`config.mk`:
```
export PLATFORM = sky130hd
export DESIGN_NAME = cart_bank_mapper
export DESIGN_NICKNAME = d
export VERILOG_FILES = /design/src/rtl/cart_bank_mapper.sv
export SDC_FILE = /design/constraint.sdc
export NUM_CORES = 1
export LEC_CHECK = 0
export BUFFER_PORTS_ARGS = -buffer_cell sky130_fd_sc_hd__buf_2
export CAP_MARGIN = 20
export CORE_UTILIZATION = 55
export DETAILED_ROUTE_END_ITERATION = 10
export GPL_TIMING_DRIVEN = 0
export PLACE_DENSITY = 0.88
export SETUP_SLACK_MARGIN = 0.4
export SLEW_MARGIN = 10
export SYNTH_ARGS = -nofsm -noshare
export SYNTH_HDL_FRONTEND = slang
export SYNTH_SLANG_ARGS = --single-unit
```
`constraint.sdc`:
```
create_clock -name CLK -period 5.3 [get_ports CLK]
set_input_delay 0.795 -clock CLK [delete_from_list [all_inputs] [get_ports CLK]]
set_output_delay 0.795 -clock CLK [all_outputs]
set_load 0.02 [all_outputs]
```
`src/rtl/cart_bank_mapper.sv`:
```
// Cartridge bank mapper: /TIME bank register file, CPU->ROM/SRAM address translation,
// ROM request/acknowledge FSM and self-generated DTACK_N. Define CART_BANK_TIMEOUT_EN for the ROM watchdog.
module cart_bank_mapper #(
    parameter int NUM_BANKS = 8,
    parameter int BANK_W    = 6,
    parameter int WIN_W     = 19,
    parameter int TIMEOUT   = 255
) (
    input  logic                     CLK,
    input  logic                     RST_N,
    input  logic [23:1]              VA,
    input  logic [15:0]              VDI,
    output logic [15:0]              VDO,
    input  logic                     AS_N,
    input  logic                     LWR_N,
    input  logic                     UWR_N,
    input  logic                     CE0_N,
    input  logic                     TIME_N,
    output logic                     DTACK_N,
    output logic [BANK_W+WIN_W-1:1]  ROM_A,
    output logic                     ROM_RD,
    input  logic                     ROM_ACK,
    input  logic [15:0]              ROM_DI,
    output logic [15:1]              SRAM_A,
    input  logic [7:0]               SRAM_DI,
    output logic [7:0]               SRAM_DO,
    output logic                     SRAM_RD,
    output logic                     SRAM_WR,
    output logic [2:0]               dbg_state
);
    localparam int SEL_W = $clog2(NUM_BANKS);
    localparam int RA_W  = BANK_W + WIN_W - 1;

    typedef enum logic [2:0] {
        S_IDLE    = 3'd0,
        S_ROM_REQ = 3'd1,
        S_SRAM_RD = 3'd2,
        S_ACK     = 3'd3,
        S_HOLD    = 3'd4
    } state_t;

    state_t             state;
    logic               as_prev, lwr_prev;
    logic               dly, abort_q;
    logic [2:0]         ctrl_q;
    logic [BANK_W-1:0]  bank_q [NUM_BANKS];
    logic               err_q;

`ifdef CART_BANK_TIMEOUT_EN
    logic [15:0]        wd_cnt;
`else
    assign err_q = 1'b0;
`endif

    logic               as_fall, lwr_fall, is_write, sram_hit, reg_wr;
    logic [SEL_W-1:0]   reg_idx, sel;
    logic [RA_W-1:0]    rom_addr;
    logic [15:0]        reg_rdata;
    logic               unused_vdi_hi;

    assign as_fall   = as_prev & ~AS_N;
    assign lwr_fall  = lwr_prev & ~LWR_N;
    assign is_write  = ~(LWR_N & UWR_N);
    assign reg_idx   = VA[SEL_W:1];
    assign sel       = VA[WIN_W+SEL_W-1:WIN_W];
    assign sram_hit  = ctrl_q[1] & VA[21] & ~CE0_N;
    assign reg_wr    = ~TIME_N & lwr_fall;
    assign rom_addr  = ctrl_q[0] ? {bank_q[sel], VA[WIN_W-1:1]} : RA_W'(VA);
    assign reg_rdata = (reg_idx == '0) ? {err_q, 12'b0, ctrl_q} : 16'(bank_q[reg_idx]);
    assign dbg_state = state;
    assign unused_vdi_hi = &{1'b0, VDI[15:8]};

    // Register writes are independent of the bus FSM so they coexist with a ROM ack.
    always_ff @(posedge CLK or negedge RST_N) begin
        if (!RST_N) begin
            ctrl_q <= 3'b000;
            for (int k = 0; k < NUM_BANKS; k++) bank_q[k] <= BANK_W'(k);
        end else if (reg_wr) begin
            if (reg_idx == '0) ctrl_q <= VDI[2:0];
            else               bank_q[reg_idx] <= VDI[BANK_W-1:0];
        end
    end

    always_ff @(posedge CLK or negedge RST_N) begin
        if (!RST_N) begin
            state    <= S_IDLE;
            as_prev  <= 1'b1;
            lwr_prev <= 1'b1;
            VDO      <= 16'h0000;
            DTACK_N  <= 1'b1;
            ROM_A    <= '0;
            ROM_RD   <= 1'b0;
            SRAM_A   <= '0;
            SRAM_DO  <= 8'h00;
            SRAM_RD  <= 1'b0;
            SRAM_WR  <= 1'b0;
            dly      <= 1'b0;
            abort_q  <= 1'b0;
`ifdef CART_BANK_TIMEOUT_EN
            err_q    <= 1'b0;
            wd_cnt   <= 16'd0;
`endif
        end else begin
            as_prev  <= AS_N;
            lwr_prev <= LWR_N;
            SRAM_RD  <= 1'b0;
            SRAM_WR  <= 1'b0;
            case (state)
                S_IDLE: if (as_fall) begin
                    if (!TIME_N) begin
                        if (!is_write) VDO <= reg_rdata;
                        dly   <= 1'b1;
                        state <= S_ACK;
                    end else if (sram_hit) begin
                        SRAM_A <= VA[15:1];
                        dly    <= 1'b1;
                        if (is_write) begin
                            if (!ctrl_q[2]) begin
                                SRAM_WR <= 1'b1;
                                SRAM_DO <= VDI[7:0];
                            end
                            state <= S_ACK;
                        end else begin
                            SRAM_RD <= 1'b1;
                            state   <= S_SRAM_RD;
                        end
                    end else if (!CE0_N) begin
                        if (is_write) begin
                            dly   <= 1'b1;
                            state <= S_ACK;
                        end else begin
                            ROM_A   <= rom_addr;
                            ROM_RD  <= 1'b1;
                            dly     <= 1'b0;
                            abort_q <= 1'b0;
`ifdef CART_BANK_TIMEOUT_EN
                            wd_cnt  <= 16'd0;
`endif
                            state   <= S_ROM_REQ;
                        end
                    end
                end
                // The ROM side cannot cancel; an abandoned cycle still waits for ack/timeout.
                S_ROM_REQ: begin
                    if (AS_N) abort_q <= 1'b1;
                    if (ROM_ACK) begin
                        ROM_RD <= 1'b0;
                        if (abort_q || AS_N) state <= S_IDLE;
                        else begin
                            VDO   <= ROM_DI;
                            state <= S_ACK;
                        end
                    end
`ifdef CART_BANK_TIMEOUT_EN
                    else if (wd_cnt == 16'(TIMEOUT - 1)) begin
                        ROM_RD <= 1'b0;
                        err_q  <= 1'b1;
                        if (abort_q || AS_N) state <= S_IDLE;
                        else begin
                            VDO   <= 16'hFFFF;
                            state <= S_ACK;
                        end
                    end else begin
                        wd_cnt <= wd_cnt + 16'd1;
                    end
`endif
                end
                S_SRAM_RD: begin
                    if (dly) dly <= 1'b0;
                    else begin
                        VDO   <= {8'hFF, SRAM_DI};
                        state <= S_ACK;
                    end
                end
                S_ACK: begin
                    if (dly) dly <= 1'b0;
                    else begin
                        DTACK_N <= 1'b0;
                        state   <= S_HOLD;
                    end
                end
                S_HOLD: if (AS_N) begin
                    DTACK_N <= 1'b1;
                    state   <= S_IDLE;
                end
                default: state <= S_IDLE;
            endcase
        end
    end
endmodule

```
[After elaboration in Yosys (flattened, before gate mapping)]
Index checks and enable logic that the tools add are counted.
Cells by class
  order comparisons: 3
  multiplexer cells: 63
  reductions and logical operators: 20
  bitwise gates (word level): 16
  eq/ne operators: 17
Operators by type and width (number)
  $mux 16: 6
  $bwmux 48: 1
  $pmux 16 s3: 1
  $bmux 6 s3: 2
  $mux 6: 6
  $mux 1: 30
  $mux 24: 1
  $mux 3: 8
  $ne 2x2->1 const B: 12
  $reduce_and 7->1: 3
  $demux 6 s3: 1
  $reduce_and 6->1: 3
  $pmux 3 s5: 1
  $ge 4x4->1 const B: 2
  $not 1->1: 8
  $not 3->4: 2
  $pmux 1 s2: 4
  $and 1x1->1: 6
  $eq 3x2->1 const B: 2
  $logic_not 3->1: 2
  $reduce_and 3->1: 2
  $reduce_bool 2->1: 3
  $lt 4x1->1 const B: 1
  $mux 2: 2
  other kinds (9): 10
Storage, ports and cells
  input bits: 71
  output and inout port bits: 70
  word-level logic and storage cells: 141
  flip-flop bits (word level): 125

[Depth between registers and ports, before layout]
  word-level depth: 9
  depth in mapped cells: 8
  depth with buffers taken out: 5

[Worst setup path before layout]
No wires, ideal clock.
  kind: input-to-reg
  from: input AS_N
  to: register SRAM_DO[0]
  library setup time: 0.125 ns
  cell stages on the path: 7
  buffers on the path: 2
  slack: 2.914 ns
  required time: 5.175 ns
  arrival time: 2.261 ns
  path through: nand2b_4 > or4_1 > nor2b_1 > buf_4 > nor3b_1 > buf_4 > mux2_2
Between the ends
  cells in the longest elaborated chain, start to end: 3
Ends and longest elaborated chain
  start, declared: RTL line 14  | input logic AS_N,
  $not 1->1: RTL line 61  | assign as_fall = as_prev & ~AS_N;
  $and 1x1->1: RTL line 61
  $reduce_and 6->1 (no line)
  end signal, assigned: RTL line 120  | SRAM_DO <= VDI[7:0];
  end, declared: RTL line 26  | output logic [7:0] SRAM_DO,
Every way passes these cells.
A chain may end at the register's enable or synchronous reset.

[Worst setup path after layout]
  from: input VA[1] (netlist bit)
  to: register bank_q[33] (netlist bit)
Between the ends
  cells in the longest elaborated chain, start to end: 6
Ends and longest elaborated chain
  start, declared: RTL line 11  | input logic [23:1] VA,
  $not 3->4 (implied by the code): RTL line 80  | else bank_q[reg_idx] <= VDI[BANK_W-1:0];
  $ge 4x4->1 (implied by the code) / $lt 4x1->1 (equally long branches): RTL line 80
  $logic_and 1x1->1 (implied by the code): RTL line 80
  $mux 6 (implied by the code): RTL line 80
  $demux 6 s3: RTL line 80
  $bwmux 48: RTL line 80
  end signal, assigned by index: RTL line 80
  end, declared: RTL line 46  | logic [BANK_W-1:0] bank_q [NUM_BANKS];
Parallel ways exist; a longest one is shown, timed or not.

==> metrics.cfg <==
[power]
p_leak_nw=3.57
power_frac_clock_pct=30.6
intPower_w=0.00232
irDropWorstVdd_uv=295
comb_power_share_pct=30.9
p_sw_w=0.00116
p_sw_share_pct=33.3
p_seq_share_pct=38.4
p_per_area_nw_per_um2=480

[timing]
finalSetupViolCount=0
fin_skew_ns=0.00883
tns_ns=0
rsz0062_at_grt=no
drv_slew=0
hold_violations=0
slew_headroom_pct=54.1
tightestPinTransition_ns=0.688
fin_crit_sh_pct=44.1
max_freq_mhz=428
fin_crit_ns=2.34

[yosys]
synth_area_leader_cell=dfrtp_1
ys_types=50
synth.avg_cell_area_um2=13.0
ys_ff_latch=125
yosysMostFrequentCell=dfrtp_1
ys_seq_area_share_pct=53.9
synthTopCellsByCount=110 x dfrtp_1, 76 x mux2_2, 48 x nand2_1
synth_area_um2=5830
synth_area_leaders=dfrtp_1 47%, mux2_2 15%, dfstp_2 6.8%, mux4_2 6.2%, mux2_4 4.1%
synth_top_area_share_pct=47.2
syn_inst=450
synth-edff-count=0
synthFlopType=dfrtp_1
syn_nets=521
async_flop_share_pct=100
yosysWarnings=0

[floorplan]
ios=141
fp.dieW_um=105
rows=37
start_util_pct=56.5
fp.dieH_um=105
core_um2=10300
die_area_um2=11000

[grt]
grt_pass1_wl_um=23300
grt_max_degree=96
grt.total_usage_pct=28.0
grt_remaining_overflow=0
antenna_found_initial=0
first_global_vias=4653

[worst_setup_path]
critPathMaxStageDelay_ns=0.69
crit_family=simple AND/OR/NAND/NOR gates
required_ns=5.71
path_cells=buf_2, clkbuf_1, nor4b_1, nand2_1, mux2_2
cp-end-kind=flip-flop
slowest_stage=nor4b_1
startpoint_type=input port
crit_type=input port to flip-flop
worst-path-buf-inv=2
arrival_ns=2.74
crit_fanout=10

[routing]
drc=0
via_per_inst=5.86
antenna_left=0
first_iter_violations=325
postRouteWirelength_um=14200
wl_per_cell_um=19.0
dr.pass1.iters=4
via_count=4395

[outcome]
status=finished, final reports clean

[clock_network]
ctsHoldBuffers=0
clock_latency_ns=0.53
ctsResizeCount=0
clock-sinks=125
cts.clk_slew.worst_paths_ns=0.06
cts-root-buf=clkbuf_8
cts_made_buffers=17
postCtsSetupRepairBufs=0
cts_max_path_buffers=2
htree_levels=4
cts_tree=yes

[place]
io_buffers=131
place_inst=718
hpwlAfterDp_um=9960
gp_congestion=0.900

[final_layout]
final_nets=672
drive_gt1_share_pct=48.2
diodes=0
area.growth.synth_to_final_pct=24.1
fin_cells=750

[hold_path]
min-delay-path-class=input port to async pin

[job]
drv_cap=0

-- registers in the layout, summed over array words and instances, names as in the netlist, 3 cells and up --
signal and flops:
ROM_A 24, SRAM_A 15, SRAM_DO 8, VDO 16, bank_q 48, ctrl_q 3
dbg_state 3
-- cell type report --
type,instances,area (µm²)
inverters,4,15.0
clock inverters,6,60.1
clock buffers,26,488
multi-input cells,288,2500
plain buffers,33,171
well taps,136,170
flip-flops and latches,125,3150
repair buffers,132,689
fillers,678,3080
-- per-layer routing --
metal  vias up  track usage, %  share of wire (%)
met5         -               0                  0
met4         0            13.2                3.2
met3        36            8.11                7.0
met2       207            45.1                 49
met1      2196            34.8                 41
li1       1956               -                  -
-- metrics by stage --
step           util (%)  setup slack (ns)  power, W  cell area, µm²  hold slack, ns
2_1_floorplan         -              2.91   0.00205            5830           0.425
3_3_place_gp       64.5              1.94   0.00236            6660           0.441
3_5_place_dp       64.8              2.47   0.00241            6690           0.447
4_1_cts            70.1              3.01   0.00349            7240           0.143
5_1_grt            70.1              2.86   0.00365            7240           0.148
6_report           70.1              2.96   0.00348            7240           0.141
-- final timing paths --
path / endpoint / start / slack, ns / cells past startpoint
setup / recovery: bank_q[33] / VA[1] / 2.96 / 5
hold / removal: SRAM_DO[6] / RST_N / 0.14 / 1
setup reg to reg: SRAM_DO[7] / dbg_state[1] / 3.03 / 6
hold reg to reg: bank_q[46] / bank_q[46] / 0.46 / 1
max in group asynchronous: bank_q[36] / RST_N / 4.39 / 2
min in group CLK: lwr_prev / LWR_N / 0.41 / 1
-- kinds of logic after synthesis --
kind of cell / synth area share [%]
flip-flops: 53.9
multiplexers: 26.3
AND/OR/NAND/NOR: 7.78
AO/OA/AOI/OAI: 8.75
buffers and inverters: 3.20
-- cell usage in the layout, fill, tap and decap left out, types with 3 or more instances in the layout --
cell       count
mux2i_1        8
a21oi_1       17
nand3b_1       4
o21ai_0       27
a32oi_1        3
o31a_1         3
nor2_1        10
clkbuf_16     16
buf_6          3
clkbuf_8       5
dfstp_2       15
buf_2        137
a21o_1         3
o22ai_1        4
clkinv_2       3
nand2_1       48
a22oi_1        7
mux4_2        16
nor2b_1        8
nand2b_1       4
mux2_2        76
inv_1          4
a31oi_1        4
clkbuf_1      26
and2_1         3
dfrtp_1      110
mux2_4        16
-- power groups by stage --
stage          sequential (W)  clock (W)  combinational (W)
6_report              0.00134    0.00107            0.00108
5_1_grt               0.00136    0.00112            0.00117
4_1_cts               0.00133    0.00108            0.00108
3_5_place_dp          0.00135          0            0.00107
3_3_place_gp          0.00133          0            0.00103
2_1_floorplan         0.00149          0           0.000557
Note: power is estimated with default switching activity, not from simulation.
